**src/rtl/mem_port_arbiter_pkg.sv**
```systemverilog
// Shared types for the I-side / D-side memory port arbiter.
// Holds the cache-line type and the grant-side enum.
package mem_port_arbiter_pkg;

  localparam int ARB_ADDR_W = 16;
  localparam int ARB_LINE_W = 128;

  typedef logic [ARB_LINE_W-1:0] lc3b_c_line;

  typedef enum logic {
    arb_a = 1'b0,
    arb_b = 1'b1
  } lc3b_arb_side;

endpackage

```
**src/rtl/mem_port_arbiter_arb_priority.sv**
```systemverilog
// Round-robin priority pick between the I-side (a) and D-side (b) requesters.
// Pure combinational function of the requests and the previous grant.
module arb_priority
  import mem_port_arbiter_pkg::*;
(
  input  logic         req_a,
  input  logic         req_b,
  input  lc3b_arb_side last_grant,
  output lc3b_arb_side grant,
  output logic         any_req
);

  // On conflict the side that was not served last wins, so neither side starves.
  always_comb begin
    grant   = last_grant;
    any_req = req_a | req_b;
    case ({req_a, req_b})
      2'b10:   grant = arb_a;
      2'b01:   grant = arb_b;
      2'b11:   grant = (last_grant == arb_a) ? arb_b : arb_a;
      default: grant = last_grant;
    endcase
  end

endmodule

```
**src/rtl/mem_port_arbiter_checker.sv**
```systemverilog
// Protocol checks for the memory port arbiter: requesters must hold their
// request while granted, and at most one response is ever issued per cycle.
module mem_port_arbiter_checker (
  input logic clk,
  input logic rst_n,
  input logic gnt_a,
  input logic gnt_b,
  input logic req_a,
  input logic req_b,
  input logic pmem_resp,
  input logic a_resp,
  input logic b_resp
);

  a_hold_req: assert property (@(posedge clk) disable iff (!rst_n)
    (gnt_a && !pmem_resp) |-> req_a);

  b_hold_req: assert property (@(posedge clk) disable iff (!rst_n)
    (gnt_b && !pmem_resp) |-> req_b);

  one_resp: assert property (@(posedge clk) disable iff (!rst_n)
    !(a_resp && b_resp));

  resp_to_granted: assert property (@(posedge clk) disable iff (!rst_n)
    (a_resp |-> gnt_a) and (b_resp |-> gnt_b));

endmodule

```
**src/rtl/mem_port_arbiter.sv**
```systemverilog
// Shares the single physical-memory port between the I-cache (a) and D-cache (b).
// A one-cycle RELEASE state after each response lets the served side drop its request.
module mem_port_arbiter
  import mem_port_arbiter_pkg::*;
#(
  parameter int ADDR_W = 16,
  parameter int LINE_W = 128
) (
  input  logic              clk,
  input  logic              rst_n,
  input  logic              a_read,
  input  logic [ADDR_W-1:0] a_address,
  output logic [LINE_W-1:0] a_rdata,
  output logic              a_resp,
  input  logic              b_read,
  input  logic              b_write,
  input  logic [ADDR_W-1:0] b_address,
  input  logic [LINE_W-1:0] b_wdata,
  output logic [LINE_W-1:0] b_rdata,
  output logic              b_resp,
  output logic              pmem_read,
  output logic              pmem_write,
  output logic [ADDR_W-1:0] pmem_address,
  output logic [LINE_W-1:0] pmem_wdata,
  input  logic [LINE_W-1:0] pmem_rdata,
  input  logic              pmem_resp
);

  typedef enum logic [1:0] {
    IDLE    = 2'd0,
    GRANT_A = 2'd1,
    GRANT_B = 2'd2,
    RELEASE = 2'd3
  } arb_state_e;

  arb_state_e   state_r;
  arb_state_e   state_nxt_s;
  lc3b_arb_side last_grant_r;
  lc3b_arb_side last_grant_nxt_s;
  lc3b_arb_side pick_s;
  logic         any_req_s;
  logic         req_a_s;
  logic         req_b_s;

  assign req_a_s = a_read;
  assign req_b_s = b_read | b_write;

  // Read data is broadcast; only the response pulse qualifies it.
  assign a_rdata = pmem_rdata;
  assign b_rdata = pmem_rdata;

  arb_priority u_arb_priority (
    .req_a      (req_a_s),
    .req_b      (req_b_s),
    .last_grant (last_grant_r),
    .grant      (pick_s),
    .any_req    (any_req_s)
  );

  // State and last-grant registers; reset abandons any transfer in flight.
  always_ff @(posedge clk or negedge rst_n) begin
    if (!rst_n) begin
      state_r      <= IDLE;
      last_grant_r <= arb_a;
    end else begin
      state_r      <= state_nxt_s;
      last_grant_r <= last_grant_nxt_s;
    end
  end

  // Next-state logic and the downstream/response muxes.
  always_comb begin
    state_nxt_s      = state_r;
    last_grant_nxt_s = last_grant_r;
    pmem_read        = 1'b0;
    pmem_write       = 1'b0;
    pmem_address     = {ADDR_W{1'b0}};
    pmem_wdata       = {LINE_W{1'b0}};
    a_resp           = 1'b0;
    b_resp           = 1'b0;
    case (state_r)
      IDLE: begin
        if (any_req_s) begin
          last_grant_nxt_s = pick_s;
          state_nxt_s      = (pick_s == arb_a) ? GRANT_A : GRANT_B;
        end else begin
          state_nxt_s = IDLE;
        end
      end
      GRANT_A: begin
        pmem_read    = a_read;
        pmem_address = a_address;
        if (pmem_resp) begin
          a_resp      = 1'b1;
          state_nxt_s = RELEASE;
        end else begin
          state_nxt_s = GRANT_A;
        end
      end
      GRANT_B: begin
        pmem_address = b_address;
        pmem_wdata   = b_wdata;
        // A write takes precedence when the D-side raises both strobes.
        if (b_write) begin
          pmem_write = 1'b1;
        end else begin
          pmem_read = b_read;
        end
        if (pmem_resp) begin
          b_resp      = 1'b1;
          state_nxt_s = RELEASE;
        end else begin
          state_nxt_s = GRANT_B;
        end
      end
      RELEASE: begin
        state_nxt_s = IDLE;
      end
      default: begin
        state_nxt_s = IDLE;
      end
    endcase
  end

  mem_port_arbiter_checker u_checker (
    .clk       (clk),
    .rst_n     (rst_n),
    .gnt_a     (state_r == GRANT_A),
    .gnt_b     (state_r == GRANT_B),
    .req_a     (req_a_s),
    .req_b     (req_b_s),
    .pmem_resp (pmem_resp),
    .a_resp    (a_resp),
    .b_resp    (b_resp)
  );

endmodule

```
**config.mk**
```make
export PLATFORM = sky130hd
export DESIGN_NAME = mem_port_arbiter
export DESIGN_NICKNAME = d
export VERILOG_FILES = /design/src/rtl/mem_port_arbiter_pkg.sv /design/src/rtl/mem_port_arbiter_arb_priority.sv /design/src/rtl/mem_port_arbiter_checker.sv /design/src/rtl/mem_port_arbiter.sv
export SDC_FILE = /design/constraint.sdc
export NUM_CORES = 1
export LEC_CHECK = 0
export ABC_AREA = 1
export CAP_MARGIN = 20
export CORE_AREA = 2 2 273 275
export DETAILED_ROUTE_END_ITERATION = 12
export DIE_AREA = 0 0 275 277
export GPL_TIMING_DRIVEN = 0
export PLACE_DENSITY = 0.37
export SLEW_MARGIN = 20
export SYNTH_ARGS = -nofsm -noshare
export SYNTH_HDL_FRONTEND = slang
export SYNTH_SLANG_ARGS = --single-unit
```
**constraint.sdc**
```tcl
create_clock -name clk -period 4.2 [get_ports clk]
set_clock_uncertainty 0.1 [all_clocks]
set_input_delay 0.63 -clock clk [delete_from_list [all_inputs] [get_ports clk]]
set_output_delay 0.63 -clock clk [all_outputs]
set_load 0.02 [all_outputs]
```
==> run metrics, run 1 <==
RSZ-0062 raised after global routing false; number of global-route vias before repair 5,713; YS warnings 0; DR iter-0 viols 123; clk buf depth 2; period utilization 0.796; post-synth top area share 0.584; Tightest Pin Transition 0.558 ns; power density over the cells 330 mW/mm^2; gr ovfl total 0; Die Span Y 277 um; GRT Util Overall 0.0826; initial antenna violation count 20; nets 1,491; worst reg2reg setup slack 2.53 ns; CP cell instances inv_1 -> ha_1 -> buf_2 -> buf_4 -> nand2_1 -> inv_1 -> clkdlybuf4s50_1; Area growth, synth to finish 201%; CP arrival 2.61 ns; first-pass GRT wire length 43.9 mm; PostCTS Resize Cnt 0; Pins Over Slew Limit 0; Final Hold Vio Count 0; Pleak 5.07 nW; Synth Register Bits 3; die width 275 um; Post-Layout Cell Count 2,164; number of buffers created by CTS 3; Final ANT Viol Nets 0; Max Clock Freq 299 MHz; Die ar. 0.0762 mm^2; Post-Synthesis Cells 619; worst skew pair latency 0.22 ns; via count 5,509; layout cells sized above 1 0.233; Worst Min Path Start last_grant_r; max incr delay on CP 0.77 ns; final worst setup slack 0.858 ns; dpl cells 2,157; worst hold margin 0.408 ns; hpwl dp 31.4 mm; total routed wirelength 33.9 mm; area leader, netlist buf_4; post-CTS setup buffer count 0; drt via density 2.55; clk root buf clkbuf_16; placed cell areas 0.0104 mm^2; Core Rows 100; slew margin rel. 0.627; MaxCap Viol Count 0; first drt pass iteration count 4; Starting Density 0.0472; synth top area cells buf_4 (58%), nand2_1 (19%), inv_1 (15%); Syn Std Cell Area 0.00347 mm^2; WL/cell 15.7 um; post-synthesis cell type count 12; critical path class flop to output pin; CTS clk-pin slew, worst paths 0.03 ns; CORE AREA 0.0736 mm^2; fin area 0.0105 mm^2; Seq/Total Area, Yosys 0.0216; Post-CTS Hold Buffers 0; status finished clean; syn avg cell area 5.61 um^2; Setup TNS 0 ns; worst reg2reg path depth 7; class of the worst hold path flop to flop; IO buf count 569; Critical-path top delay cell clkdlybuf4s50_1; # IOs 698; final setup violating endpoints 0; crit path capture type output pin; Crit Reg-Reg Startpoint state_r[0]; clock sink total 3; Syn Nets 917; peak supply drop 0.241 mV; largest net degree at the start of global routing 11; total power 3.46 mW; FF-to-FF End state_r[0]; H-tree Lvls 1; Post-Route Utilization 0.142; worst-path fanout max 11; GP Congestion 0.767; CP Launch Type flop; CTS tree yes; Top cell by count, worst path inv_1; fin crit period 3.34 ns; WHS Path Cells 2; Residual DRC 0; Hold Path Sink last_grant_r; worst slack, placed 0.791 ns; Req. time, crit path 3.47 ns
==> per-layer routing <==
metal  vias to the layer above  wire length (um)  track usage
met4                        26               178      0.00457
met3                        41              3920       0.0325
met2                       428             18300        0.169
met5                         -               161            0
met1                      2395             11300       0.0790
li1                       2619                 -            -
==> registers in the layout, summed over array words and instances (netlist names) <==
name          count
last_grant_r      1
state_r           2
==> synthesized netlist by cell type, drive strengths merged <==
cell type,instances
nand3,2
o21ai,4
clkinv,1
nor2,1
dfrtp,3
buf,275
a21oi,18
inv,138
nand2,173
ha,4
==> layout make-up <==
class                      count  area [um^2]
clock buffer                   4         78.8
tap                          969         1210
buffer                       275         2050
inverter                     139          522
fill                        8425        63100
multi-input combinational    202          823
sequential                     3         75.1
timing repair buffer         569         5700
antenna                        3         7.51
==> cell usage in the layout (no fill, tap or decap) <==
master,count
o21ai_1,1
buf_4,270
nor2_1,1
clkbuf_1,1
a21oi_1,18
diode_2,3
buf_2,5
clkbuf_16,3
nand2_1,173
o21ai_0,3
clkinv_1,1
nand3_1,2
ha_1,4
dfrtp_1,3
inv_1,138
clkdlybuf4s50_1,569
==> critical path, delay by kind of cell (launching register included) <==
kind / cells / cell delay [ns]
simple gates: 1 / 0.13
fa+ha+maj: 1 / 0.20
buf+inv: 5 / 1.64
flops: 1 / 0.38
==> power by group <==
part	switching, mW	internal [mW]	total, mW
clock network	0.0280	0.125	0.153
logic	1.82	1.43	3.25
registers	0.00933	0.0436	0.0530
total	1.86	1.60	3.46
==> worst max-delay path by stage <==
stage	startpoint	depth (start not counted)	to
CTS	state_r[0]	7	pmem_wdata[46]
finish	state_r[0]	7	pmem_wdata[46]
detailed placement	state_r[0]	7	pmem_wdata[46]
global route	state_r[0]	7	pmem_wdata[42]
global placement	state_r[0]	7	pmem_wdata[46]
floorplan	state_r[0]	5	pmem_address[11]
==> cell families after synthesis <==
| logic type | after synthesis | share of synthesized area |
|---|---|---|
| fa+ha+maj | 4 | 0.0144 |
| buf+inv | 414 | 0.741 |
| flops | 3 | 0.0216 |
| simple gates | 176 | 0.191 |
| compound gates | 22 | 0.0317 |
No activity file was read; power rests on OpenSTA's default activity.
==> inputs of run 2 (changes only) <==
- CORE_AREA: 2 2 273 275 -> 2 2 271 273
- DIE_AREA: 0 0 275 277 -> 0 0 273 275
- clock period: 4.2 -> 3.38 ns (I/O delays scaled with it)
==> run 2 against run 1 <==
Against the previous run:
- utilization rose by 0.23 points
- sequential share of layout area about the same
- clock-buffer cell count stayed put
- combinational power up 22%
- wire length shrank 7.5%
- design area decreased by 0.11%
- power up 22%
- critical path depth unchanged
- non-clock buffer count stayed put
- sequential power up 24%
- cell count shrank 0.51%
- largest power group unchanged
==> run metrics, run 2 (synthesis gave the netlist of run 1 again) <==
Post-Layout Cell Count 2,153 (was 2,164); top flop regs state_r: 2 flops, last_grant_r: 1 flops (unchanged); clock sink total 3 (unchanged); CP arrival 2.41 ns (was 2.61 ns); CP Launch Type flop (unchanged); Final Hold Vio Count 0 (unchanged); fin crit period 3.02 ns; post-CTS setup buffer count 0 (unchanged); Die ar. 0.0751 mm^2 (was 0.0762 mm^2); total routed wirelength 31.3 mm (was 33.9 mm); class of the worst hold path input port to async pin (was flop to flop); worst reg2reg setup slack 1.89 ns (was 2.53 ns); Tightest Pin Transition 0.524 ns (was 0.558 ns); placed cell areas 0.0104 mm^2 (about the same); GP Congestion 0.781 (was 0.767); drt via density 2.52 (was 2.55); IO buf count 569 (unchanged); Post-Route Utilization 0.145 (was 0.142); Starting Density 0.0480 (was 0.0472); WL met2 17.5 mm (was 18.3 mm); CTS tree yes (unchanged); Pins Over Slew Limit 0 (unchanged); Core Rows 99 (was 100); WL met1 9.08 mm (was 11.3 mm); layout cells sized above 1 0.233 (unchanged); period utilization 0.894; slew margin rel. 0.649 (was 0.627); MaxCap Viol Count 0 (unchanged); # IOs 698 (unchanged); first-pass GRT wire length 40.0 mm (was 43.9 mm); CORE AREA 0.0723 mm^2 (was 0.0736 mm^2); RSZ-0062 raised after global routing false (unchanged); WL/cell 14.6 um (was 15.7 um); first drt pass iteration count 6 (was 4); number of global-route vias before repair 5,631 (was 5,713); CTS clk-pin slew, worst paths 0.03 ns (about the same); crit path capture type output pin (unchanged); worst skew pair latency 0.22 ns (about the same); Final ANT Viol Nets 0 (unchanged); FF-to-FF End state_r[0] (unchanged); worst-path fanout max 10 (was 11); commonest non-fill, non-tap cells in the layout clkdlybuf4s50_1 (567), buf_4 (270), nand2_1 (173), inv_1 (138), a21oi_1 (18) (was clkdlybuf4s50_1 (569), buf_4 (270), nand2_1 (173), inv_1 (138), a21oi_1 (18)); final setup violating endpoints 0 (unchanged); peak supply drop 0.225 mV (was 0.241 mV); Largest Register state_r (unchanged); number of buffers created by CTS 3 (unchanged); final worst setup slack 0.358 ns (was 0.858 ns); Crit Reg-Reg Startpoint state_r[0] (unchanged); H-tree Lvls 1 (unchanged); fin area 0.0105 mm^2 (about the same); Setup TNS 0 ns (unchanged); Req. time, crit path 2.77 ns (was 3.47 ns); nets 1,491 (unchanged); Post-CTS Hold Buffers 0 (unchanged); clk root buf clkbuf_16 (unchanged); worst hold margin 0.371 ns (was 0.408 ns); Pleak 5.09 nW (was 5.07 nW); hpwl dp 29.4 mm (was 31.4 mm); power density over the cells 403 mW/mm^2 (was 330 mW/mm^2); GRT Util Overall 0.0751 (was 0.0826); dpl cells 2,147 (was 2,157); Die Span Y 275 um (was 277 um); gr ovfl total 0 (unchanged); critical path class flop to output pin (unchanged); DR iter-0 viols 113 (was 123); Max Clock Freq 331 MHz; clk buf depth 2 (unchanged); met3 wire len 4.25 mm (was 3.92 mm); commonest non-fill, non-tap cell in the layout clkdlybuf4s50_1 (unchanged); largest net degree at the start of global routing 11 (unchanged); Residual DRC 0 (unchanged); worst reg2reg path depth 7 (unchanged); worst slack, placed 0.238 ns (was 0.791 ns); total power 4.21 mW (was 3.46 mW); initial antenna violation count 10 (was 20); status finished clean (unchanged); die width 273 um (was 275 um); max layer used met5 (unchanged); via count 5,429 (was 5,509); Area growth, synth to finish 201% (about the same); Largest register FFs 2 (unchanged)
-- run 2: changes by cell type in the layout (fill, tap and decap cells not counted) --
cell,delta
buf_2,-1
clkbuf_4,+1
clkdlybuf4s50_1,-2
diode_2,-1
dlygate4sd2_1,+1
dlymetal6s2s_1,+1
-- run 2: critical path, stage by stage (launching register included) --
cell	delay [ns]
dfrtp_1	0.37
inv_1	0.10
ha_1	0.20
clkbuf_4	0.32
buf_4	0.23
nand2_1	0.07
inv_1	0.05
clkdlybuf4s50_1	0.81
-- run 2: final cells by class --
type	instances	area (um^2)
tap	959	1200
buffer	275	2050
fill	8302	61900
sequential	3	75.1
clock buffer	4	78.8
timing repair buffer	569	5700
antenna	2	5.00
inverter	139	522
multi-input combinational	202	823
-- run 2: power breakdown --
group | leakage, nW | internal, mW | switching [mW]
sequential | 0.0367 | 0.0542 | 0.0117
combinational | 5.02 | 1.78 | 2.18
clock | 0.0382 | 0.156 | 0.0329
total | 5.09 | 1.99 | 2.23
-- run 2: metal layers --
metal,vias to the layer above,GRT usage
li1,2618,-
met2,416,0.157
met3,24,0.0382
met1,2357,0.0624
met4,14,0.0119
met5,-,0
-- run 2: worst max path at each step --
stage	slack [ns]	startpoint	cells after the start	to
after CTS	0.04	state_r[0]	7	pmem_wdata[72]
final	0.36	state_r[0]	7	pmem_wdata[74]
after global placement	0.23	state_r[0]	7	pmem_wdata[76]
after floorplan	1.42	state_r[0]	5	pmem_address[11]
after global routing	0.11	state_r[0]	7	pmem_wdata[72]
after detailed placement	0.24	state_r[0]	7	pmem_wdata[76]
-- run 2: repair_timing --
action / CTS / global route
pin swaps: 0 / 0
endpoints found under the setup margin: 1 / 3
resized for setup: 1 / 2
